File: src/rtl/seg_display_scheduler_pkg.sv
// seg_pkg: segment map, sizes and scan-state type shared by the display scheduler
package seg_pkg;
    localparam int DIGITS = 4;
    localparam int PRESC_W = 26;
    localparam int TAP_W = $clog2(PRESC_W);
    localparam logic [6:0] SEG_BLANK = 7'b1111111;
    localparam logic [0:15][6:0] SEG_MAP = {
        7'b0000001, 7'b1001111, 7'b0010010, 7'b0000110,
        7'b1001100, 7'b0100100, 7'b0100000, 7'b0001111,
        7'b0000000, 7'b0000100, 7'b0001000, 7'b1100000,
        7'b0110001, 7'b1000010, 7'b0110000, 7'b0111000};
    typedef enum logic {BLANK, SHOW} scan_state_e;
endpackage

File: src/rtl/seg_display_scheduler_hex_decoder.sv
// seg_hex_decoder: hex nibble to active-low 7-segment pattern
module seg_hex_decoder
    import seg_pkg::*;
(
    input  logic [3:0] nibble,
    output logic [6:0] segments
);
    assign segments = SEG_MAP[nibble];
endmodule

File: src/rtl/seg_display_scheduler.sv
// seg_display_scheduler: blanked 4-digit scan with frame-aligned base/overlay arbitration
module seg_display_scheduler
    import seg_pkg::*;
#(
    parameter int TAP0 = 15,
    parameter int TAP1 = 19,
    parameter int TAP2 = 25,
    parameter int BLANK_CYCLES = 4,
    parameter int HOLD_FRAMES = 8
)(
    input  logic              clk,
    input  logic              rst_n,
    input  logic [1:0]        speed_sel,
    input  logic [15:0]       src0_value,
    input  logic              src1_req,
    input  logic [15:0]       src1_value,
    output logic              src1_ack,
    output logic              active_src,
    output logic              frame_done,
    output logic [DIGITS-1:0] grounds,
    output logic [6:0]        segmentBits
);
    localparam int BW = $clog2(BLANK_CYCLES) + 1;
    localparam int HW = $clog2(HOLD_FRAMES + 1);
    localparam int DW = $clog2(DIGITS);

    function automatic logic [TAP_W-1:0] tap_of(input logic [1:0] s);
        return s == 2'd0 ? TAP_W'(TAP0) : s == 2'd1 ? TAP_W'(TAP1) : TAP_W'(TAP2);
    endfunction

    logic [PRESC_W-1:0] cnt;
    logic               tap_prev, tap_prev_n, pending, pending_n, active_n;
    logic               tick, boundary, service;
    logic [1:0]         spd, spd_n;
    scan_state_e        state, state_n;
    logic [BW-1:0]      bc, bc_n;
    logic [DW-1:0]      digit, digit_n;
    logic [HW-1:0]      hold, hold_n;
    logic [15:0]        base, base_n, ovl, ovl_n, shown;
    logic [3:0]         nib;
    logic [6:0]         dec;

    seg_hex_decoder u_dec (.nibble(nib), .segments(dec));

    always_comb begin
        tick = cnt[tap_of(spd)] & ~tap_prev;
        boundary = state == BLANK && bc == BW'(BLANK_CYCLES - 1) && digit == '0;
        service = boundary && pending;
        state_n = state == BLANK ? (bc == BW'(BLANK_CYCLES - 1) ? SHOW : BLANK) : (tick ? BLANK : SHOW);
        bc_n = state == BLANK && state_n == BLANK ? bc + BW'(1) : '0;
        digit_n = state == SHOW && tick ? digit + DW'(1) : digit;
        spd_n = boundary ? speed_sel : spd;
        // tracking the tap actually in use next cycle keeps a rate change from faking an edge
        tap_prev_n = cnt[tap_of(spd_n)];
        pending_n = boundary ? src1_req : pending | src1_req;
        base_n = boundary ? src0_value : base;
        ovl_n = service ? src1_value : ovl;
        hold_n = service ? HW'(HOLD_FRAMES) : boundary && active_src ? hold - HW'(1) : hold;
        active_n = service || (active_src && (!boundary || hold_n != '0));
        shown = active_n ? ovl_n : base_n;
        nib = shown[{digit_n, 2'b00} +: 4];
    end

    always_ff @(posedge clk) begin
        if (!rst_n) begin
            cnt         <= '0;
            tap_prev    <= 1'b0;
            spd         <= '0;
            state       <= BLANK;
            bc          <= '0;
            digit       <= '0;
            pending     <= 1'b0;
            hold        <= '0;
            base        <= '0;
            ovl         <= '0;
            active_src  <= 1'b0;
            src1_ack    <= 1'b0;
            frame_done  <= 1'b0;
            grounds     <= '0;
            segmentBits <= SEG_BLANK;
        end else begin
            cnt         <= cnt + PRESC_W'(1);
            tap_prev    <= tap_prev_n;
            spd         <= spd_n;
            state       <= state_n;
            bc          <= bc_n;
            digit       <= digit_n;
            pending     <= pending_n;
            hold        <= hold_n;
            base        <= base_n;
            ovl         <= ovl_n;
            active_src  <= active_n;
            src1_ack    <= service;
            frame_done  <= boundary;
            grounds     <= state_n == SHOW ? DIGITS'(1) << digit_n : '0;
            segmentBits <= state_n == SHOW ? dec : SEG_BLANK;
        end
    end
endmodule
File: config.mk
export PLATFORM = sky130hd
export DESIGN_NAME = seg_display_scheduler
export DESIGN_NICKNAME = d
export VERILOG_FILES = /design/src/rtl/seg_display_scheduler_pkg.sv /design/src/rtl/seg_display_scheduler_hex_decoder.sv /design/src/rtl/seg_display_scheduler.sv
export SDC_FILE = /design/constraint.sdc
export NUM_CORES = 1
export LEC_CHECK = 0
export ABC_AREA = 1
export CORE_ASPECT_RATIO = 1.5
export CORE_MARGIN = 2
export CORE_UTILIZATION = 50
export DETAILED_ROUTE_END_ITERATION = 6
export GPL_ROUTABILITY_DRIVEN = 1
export PLACE_DENSITY = 0.84
export SYNTH_ARGS = -nofsm -noshare
export SYNTH_HDL_FRONTEND = slang
export SYNTH_HIERARCHICAL = 1
export SYNTH_SLANG_ARGS = --single-unit
export TNS_END_PERCENT = 1
File: constraint.sdc
create_clock -name clk -period 3.71 [get_ports clk]
set_clock_uncertainty 0.2 [all_clocks]
set_input_delay 0.742 -clock clk [delete_from_list [all_inputs] [get_ports clk]]
set_output_delay 0.742 -clock clk [all_outputs]
set_load 0.01 [all_outputs]
======== After elaboration in Yosys (flattened, before gate mapping) ========
Memory sizes are Yosys's and may differ from the RTL's. A register that Yosys moved wholly into a read port is not among the register bits.
Index checks and enable logic that the tools add are counted.
cells by class
  add/subtract/negate cells ............... 4
  $mul .................................... 0
  divide/modulo/power cells ............... 0
  magnitude comparators ................... 2
  equality and inequality tests ........... 3
  shifts and indexed selects .............. 2
  multiplexer cells ....................... 19
  bitwise gates (word level) .............. 6
  reduce and logical (&&, ||, !) cells .... 17
operators by type and width
  operator               number
  $mux 16                3
  $add 26x1->26 const B  1
  $mux 4                 4
  $shiftx 16x5->4        1
  $lt 5x6->1 const B     2
  $bmux 1 s5             2
  $mux 5                 2
  $logic_and 1x1->1      7
  $logic_not 2->1        3
  $mux 1                 6
  $not 4->5              1
  $eq 2x1->1 const B     2
  $mux 2                 2
  $reduce_and 2->1       2
  $reduce_bool 4->1      1
  $shl 1x2->4 const A    1
  $sub 4x1->4 const B    1
  $add 3x1->3 const B    1
  $eq 3x2->1 const B     1
  $not 1->1              3
  $add 2x1->2 const B    1
  $logic_not 1->1        2
  $logic_or 1x1->1       2
  $and 1x1->1            1
  $or 1x1->1             1
storage, ports and cells
  bits in registers ....................... 79
  latch bits .............................. 0
  bits in writable memories ............... 0
  ROM bits ................................ 112
  input port bits ......................... 37
  word-level logic and storage cells ...... 68
  memories kept ........................... 1
memories
  name             depth  bits a word  read ports  clocked after Yosys merged registers in  write ports  line                                    source
  (no name shown)  16     7            1           1                                        0            seg_display_scheduler_hex_decoder.sv:8  assign segments = SEG_MAP[nibble];

======== Depth between registers and ports, before layout ========
Gate-level depths: netlist of run 1.
  depth in word-level cells ............... 13
  mapped depth ............................ 26
  mapped depth without buffers ............ 24

======== Hierarchy ========
The synthesis of run 1 kept the hierarchy.
by module, submodules not included
  module                 times used  cells an instance  area each (um2)  sequential area each (um2)
  seg_display_scheduler  1           485                3738.6           1721.7
  seg_hex_decoder        1           49                 274.0            0.0

======== Worst setup path after synthesis of run 1 ========
Ideal clock, no wire load.
  kind .................................... register -> register
  start ................................... register bc[0]
  end ..................................... register segmentBits[3]
  data arrival time ....................... 2.638 ns
  required time ........................... 3.374 ns
  slack ................................... 0.736 ns
  stages on the path, launching flop included .. 26
  path through ............................ dfxtp_1 ha_1 ha_1 nand2_1 nor2_4 nand2_2 buf_6 nand2_1 nor2_1 nor2_1 nand2_1 nand2_4 nand2_4 buf_6 nand2_1 nand3_1 nand2_1 nand2_1 nand2_1 inv_1 ha_1 nand2_1 nand3_1 nand2_1 inv_1 nand2_1
between the ends
  longest elaborated chain between the ends .. 13
ends and longest elaborated chain
  item                                 line                                    source
  start, declared                      seg_display_scheduler.sv:36             logic [BW-1:0] bc, bc_n;
  start signal, assigned               seg_display_scheduler.sv:86             bc <= bc_n;
  $eq 3x2->1 (*)                       seg_display_scheduler.sv:47             boundary = state == BLANK && bc == BW'(BLANK_CYCLES - 1) && digit == '0;
  $logic_and 1x1->1 (*) (2 in a row)   seg_display_scheduler.sv:47
  $logic_and 1x1->1                    seg_display_scheduler.sv:58             hold_n = service ? HW'(HOLD_FRAMES) : boundary && active_src ? hold - HW'(1) : hold;
  $mux 4 (2 in a row)                  seg_display_scheduler.sv:58
  $reduce_bool 4->1                    seg_display_scheduler.sv:59             active_n = service || (active_src && (!boundary || hold_n != '0));
  $logic_or 1x1->1                     seg_display_scheduler.sv:59
  $logic_and 1x1->1                    seg_display_scheduler.sv:59
  $logic_or 1x1->1                     seg_display_scheduler.sv:59
  $mux 16 (*)                          seg_display_scheduler.sv:60             shown = active_n ? ovl_n : base_n;
  $shiftx 16x5->4 (*)                  seg_display_scheduler.sv:61             nib = shown[{digit_n, 2'b00} +: 4];
  named net nib[1]                     seg_display_scheduler.sv:40             logic [3:0] nib;
  $not 4->5 (implied by the code) (*)  seg_display_scheduler_hex_decoder.sv:8
  end, declared                        seg_display_scheduler.sv:21             output logic [6:0] segmentBits
Mark *: on every way through the listed nets, which the timed path passes. The rest lies on a longest branch.
A chain may end at the register's enable or synchronous reset.

======== Final worst setup path of run 1 ========
Same ends and word-level chain as after synthesis.

==> out/metrics.cfg, run 1 <==
[status]
status=finished, final reports clean

[timing]
tns_ns=0
rsz0062_at_grt=no
max-slew-margin-rel_pct=58.8
setup_viol=0
hold_ws_ns=0.231
tightest_slew_ns=0.615
period_needed_ns=3.34
drv_slew=0
finalHoldViolCount=0
layout_setup_ws_ns=0.369
finalCritPeriodShare_pct=90.0
clock.fmax_ghz=0.299

[clock_tree]
cts_hold_buffers=0
cts_tree=built
cts.sink_count=86
numCtsBuffers=9
insertion_delay_ns=0.34
cts_buffer_depth=2
clk_pin_slew_worst_paths_ns=0.06
h-tree-depth=3
root_buffer=clkbuf_16

[pwr]
p_int_mw=1.68
pwr-share-seq_pct=43.3
p_sw_share_pct=25.8
clkPwrFrac_pct=41.0
comb_power_share_pct=15.6
ir_drop_mv=0.359
total_leakage_power_nw=2.17
switchingPower_mw=0.582
power.density_mw_per_mm2=458

[setup_path]
critPathKind=reg2reg
critical_path.top_delay_family=simple AND/OR/NAND/NOR gates
cp_slowest_cell=dfxtp_1
critPathMostFrequentCell=nand2_1
crit_chain=ha_1, ha_1, nand2_1, nor2_4, nand2_4, nand3_1, nand2_1, nor2_1, nand2_1, nand2_4, nand2_4, nand2_1, nand3_1, nand2_1, nand2_1, nand2_1, inv_1, ha_1, nand2_1, nand3_1, nand2_1, inv_1, nand2_1
critPathMaxFanout=18
start_kind=register
worstSetupEndpointType=register
worstPathArrival_ns=3.34
slowest_delay_ns=0.34
required_ns=3.71
worst-path-buf-inv=2

[floorplanning]
die_w_um=77.1
start_util_pct=50.7
die_area_mm2=0.00877
die_h_um=114
core_mm2=0.00791
rows=40
io_pins=51

[global_routing]
antenna_found_initial=0
grtUsageMet1_pct=21.2
grt_use_met2_pct=42.0
met3_usage_pct=6.33
grt_usage_pct=22.0
top_usage_layer=met2
grt_max_degree=52
overflow=0
grt_pass1_vias=3518
grt_pass1_wl_mm=15.3

[yosys]
yosysMostFrequentCell=nand2_1
ys_top_cells_by_area=dfxtp_1 (43%), nand2_1 (11%), mux2i_1 (8.5%), nor2_1 (7.8%), nand3_1 (6.6%)
synth_top_area_share_pct=42.9
yosysTopAreaCell=dfxtp_1
synth_fp_nets=583
synthTopCellsByCount=nand2_1 (121), dfxtp_1 (86), nor2_1 (83), nand3_1 (53), inv_1 (51)
synth_compound_area_share_pct=4.27
synth_adder_area_share_pct=3.74
ys_types=36
synth.avg_cell_area_um2=7.51
synthFlopType=dfxtp_1
synth_edf_count=0
synth-xor-area-share_pct=1.53
postSynthCellCount=534
synth_top_family_by_area=simple AND/OR/NAND/NOR gates
synthArstFlopShare_pct=0
yosysSeqAreaShare_pct=42.9
synth-simple-area-share_pct=31.4
ys.warnings.count=6
synth_mux_area_share_pct=8.48
netlist_area_mm2=0.00401
synth_seq_cells=86

[placed_design]
hpwlAfterDp_mm=6.64
place_congestion=0.941
io_buffers=50
dpl_cell_area_mm2=0.00460
dp_worst_setup_slack_ns=0.325
placed_cells=677

[layout]
layoutNonFillerInstCount=695
nets=634
antennaDiodeCount=0
drive_gt1_share_pct=6.78
fill_cells=700
postLayoutCellArea_mm2=0.00493
syn_to_final_growth_pct=22.9

[route]
routedWlPerCell_um=13.0
num_vias=3570
viasPerCell=5.14
initialDrtViolationCount=171
drt-pass1-iter-count=4
ant_nets=0
wl_mm=9.04
drc=0

[min_path]
hp-class=reg2reg

[flow_run]
drv_cap=0

-- through the flow --
step | power [mW] | utilization, %
after detailed placement | 1.34 | 58.2
after global routing | 2.36 | 62.4
after floorplan | 1.23 | -
after CTS | 2.26 | 62.1
final | 2.26 | 62.4
after global placement | 1.33 | 58.2
-- registers in the layout, summed over array words and instances, names as in the netlist, 2 cells and up --
signal	count
grounds	4
hold	4
segmentBits	7
base	16
cnt	26
ovl	16
bc	3
digit	2
spd	2
-- kinds of logic after synthesis --
group / count (synthesis)
AND/OR/NAND/NOR: 290
flip-flops: 86
buffers and inverters: 74
multiplexers: 34
AO/OA/AOI/OAI: 31
adder cells (fa/ha/maj): 12
XOR/XNOR: 7
-- repair_timing --
action                                  4_1_cts  5_1_grt
setup buffers                                 0        2
endpoints found under the setup margin        0        3
gates resized for setup                       0        2
-- cells in the final DEF, fill, tap and decap left out, types with 5 or more instances in the layout --
cell and instances:
a21oi_1 15, buf_4 6, clkbuf_16 9, clkdlybuf4s50_1 50
dfxtp_1 86, ha_1 12, inv_1 51, inv_2 5
mux2i_1 34, nand2_1 120, nand3_1 53, nand4_1 8
nor2_1 83, nor3_1 7, o21ai_0 7
-- cell type report --
class                   count  area (µm²)  area share, %
well taps                 105         131           2.66
multi-input cells         374        1990           40.3
repair buffers             57         566           11.5
clock inverters             4        55.1           1.12
clock buffers              12         256           5.20
inverters                  57         214           4.34
flip-flops and latches     86        1720           34.9
-- routing by layer --
layer  vias to the layer above  part of all wire, %
li1                       1814                    -
met1                      1653                   38
met2                        83                   55
met3                        20                  3.7
met4                         0                  3.1
met5                         -                    0
-- final timing paths --
kind	from	to	slack, ns	depth (start not counted)
worst max-delay path	bc[0]$_SDFF_PN0_	segmentBits[3]$_SDFF_PN1_	0.37	23
worst max register to register	bc[0]$_SDFF_PN0_	segmentBits[3]$_SDFF_PN1_	0.37	23
worst min register to register	bc[0]$_SDFF_PN0_	bc[0]$_SDFF_PN0_	0.23	1
worst min-delay path	bc[0]$_SDFF_PN0_	bc[0]$_SDFF_PN0_	0.23	1
-- power by group through the flow --
stage / clock network, mW / logic (mW) / registers, mW
finish: 0.926 / 0.353 / 0.978
CTS: 0.938 / 0.348 / 0.978
global route: 0.985 / 0.394 / 0.982
detailed placement: 0 / 0.346 / 0.999
global placement: 0 / 0.333 / 0.997
floorplan: 0 / 0.232 / 1.00
Note: power is estimated with default switching activity, not from simulation.
==> run 2, diff against run 1 <==
CTS_BUF_LIST = sky130_fd_sc_hd__clkbuf_8   (was not set)
==> run 2 against run 1 <==
Compared with the run above: routed wire length down 3.9%; sequential power about the same; die area unchanged; sequential share of layout area up 0.84 points; cell count down 0.29%; critical path depth unchanged; count of clock-buffer cells in the layout down 1; via count down 0.64%; worst setup slack worse by 0.024 ns; sequential cell count unchanged; design area down 2.4%; critical path type unchanged; highest routed layer unchanged.
==> out/metrics.cfg, run 2 (synthesis results as in run 1) <==
[route]
num_vias=3547  ; was 3570
viasPerCell=5.12  ; was 5.14
wl_mm=8.68  ; was 9.04 mm
drt-pass1-iter-count=4  ; unchanged
drc=0  ; unchanged
initialDrtViolationCount=156  ; was 171
routedWlPerCell_um=12.5  ; was 13.0 µm
ant_nets=0  ; unchanged

[layout]
syn_to_final_growth_pct=20.0  ; was 22.9%
multi_input_area_mm2=0.00199  ; unchanged
mostFrequentLayoutCells=nand2_1 (120), dfxtp_1 (86), nor2_1 (83), nand3_1 (53), inv_1 (52)  ; was nand2_1 (120), dfxtp_1 (86), nor2_1 (83), nand3_1 (53), inv_1 (51)
top_regs=cnt: 26 flops, base: 16 flops, ovl: 16 flops  ; unchanged
postLayoutCellArea_mm2=0.00482  ; was 0.00493 mm²
largest_reg_flops=26  ; unchanged
post-route-util_pct=60.9  ; was 62.4%
fill_cells=720  ; was 700
nets=632  ; was 634
antennaDiodeCount=0  ; unchanged
regMostFlops=cnt  ; unchanged
drive_gt1_share_pct=6.46  ; was 6.78%
regArea_mm2=0.00172  ; unchanged
layoutNonFillerInstCount=693  ; was 695
layout_commonest_cell=nand2_1  ; unchanged

[global_routing]
grt_usage_pct=21.2  ; was 22.0%
grt_max_degree=52  ; unchanged
antenna_found_initial=0  ; unchanged
grt_pass1_vias=3489  ; was 3518
overflow=0  ; unchanged
grt_pass1_wl_mm=14.8  ; was 15.3 mm

[clock_tree]
root_buffer=clkbuf_8  ; was clkbuf_16
h-tree-depth=3  ; unchanged
clk_pin_slew_worst_paths_ns=0.08  ; was 0.06 ns
cts_hold_buffers=0  ; unchanged
cts_buffer_depth=2  ; unchanged
insertion_delay_ns=0.35  ; was 0.34 ns
cts_tree=built  ; unchanged
numCtsBuffers=9  ; unchanged
post_cts_buffers=0  ; unchanged
cts.sink_count=86  ; unchanged

[timing]
setup_viol=0  ; unchanged
period_needed_ns=3.36  ; was 3.34 ns
finalCritPeriodShare_pct=90.7  ; was 90.0%
finalHoldViolCount=0  ; unchanged
drv_slew=0  ; unchanged
rsz0062_at_grt=no  ; unchanged
layout_setup_ws_ns=0.345  ; was 0.369 ns
max-slew-margin-rel_pct=59.4  ; was 58.8%
clock.fmax_ghz=0.297  ; was 0.299 GHz
tns_ns=0  ; unchanged
tightest_slew_ns=0.606  ; was 0.615 ns

[floorplanning]
die_area_mm2=0.00877  ; unchanged
start_util_pct=50.7  ; unchanged
rows=40  ; unchanged
io_pins=51  ; unchanged
die_w_um=77.1  ; unchanged
die_h_um=114  ; unchanged
core_mm2=0.00791  ; unchanged

[placed_design]
hpwlAfterDp_mm=6.64  ; unchanged
placed_cells=677  ; unchanged
place_congestion=0.941  ; unchanged
io_buffers=50  ; unchanged
dpl_cell_area_mm2=0.00460  ; unchanged
dp_worst_setup_slack_ns=0.325  ; unchanged

[flow_run]
drv_cap=0  ; unchanged

[pwr]
ir_drop_mv=0.387  ; was 0.359 mV
power.density_mw_per_mm2=416  ; was 458 mW/mm²
total_leakage_power_nw=2.12  ; was 2.17 nW

[min_path]
hp-class=reg2reg  ; unchanged

[setup_path]
worstPathArrival_ns=3.39  ; was 3.34 ns
required_ns=3.73  ; was 3.71 ns
critPathKind=reg2reg  ; unchanged
worstSetupEndpointType=register  ; unchanged
start_kind=register  ; unchanged
critPathMaxFanout=18  ; unchanged

[status]
status=finished, final reports clean  ; unchanged

run 2: changes by cell type in the layout (fill, tap and decap cells not counted):
cell / change
clkbuf_8: +9
buf_4: -2
inv_1: +1
clkbuf_1: -1
clkbuf_16: -9
run 2: timing repair:
action	CTS	global route
endpoints found under the hold margin	0	0
resized for setup	0	2
endpoints found under the setup margin	0	3
run 2: worst paths after layout:
path                         start                         to  slack [ns]  depth (start not counted)
hold / removal    bc[0]$_SDFF_PN0_           bc[0]$_SDFF_PN0_        0.23                          1
hold reg to reg   bc[0]$_SDFF_PN0_           bc[0]$_SDFF_PN0_        0.23                          1
setup / recovery  bc[0]$_SDFF_PN0_  segmentBits[3]$_SDFF_PN1_        0.35                         23
setup reg to reg  bc[0]$_SDFF_PN0_  segmentBits[3]$_SDFF_PN1_        0.35                         23
run 2: worst max-delay path: stages, from the launching register on:
cell and delay, ns:
dfxtp_1 0.35, ha_1 0.15, ha_1 0.17, nand2_1 0.10, nor2_4 0.21, nand2_4 0.13
nand3_1 0.12, nand2_1 0.06, nor2_1 0.08, nand2_1 0.10, nand2_4 0.18, nand2_4 0.15
nand2_1 0.11, nand3_1 0.09, nand2_1 0.09, nand2_1 0.05, nand2_1 0.16, inv_1 0.14
ha_1 0.32, nand2_1 0.05, nand3_1 0.08, nand2_1 0.05, inv_1 0.04, nand2_1 0.04
run 2: layout make-up:
class	count	area share (%)
multi-input combinational	374	41.3
sequential	86	35.7
timing repair buffer	55	11.4
inverter	57	4.44
clock buffer	11	3.14
tap	105	2.73
clock inverter	5	1.22
run 2: per-layer routing:
layer	wire length, µm	global-route usage (%)	up-vias
li1	-	-	1804
met1	3370	20.8	1637
met2	4690	40.1	78
met3	246	4.11	28
met4	382	13.3	0
met5	0	0	-
run 2: where the power goes:
part / internal (mW) / switching [mW]
sequential: 0.961 / 0.0159
clock: 0.348 / 0.330
combinational: 0.150 / 0.198
run 2: through the flow:
step,power [mW],hold slack (ns)
floorplan,1.23,0.199
global placement,1.33,0.205
detailed placement,1.34,0.228
CTS,2.02,0.241
global route,2.11,0.279
finish,2.00,0.234
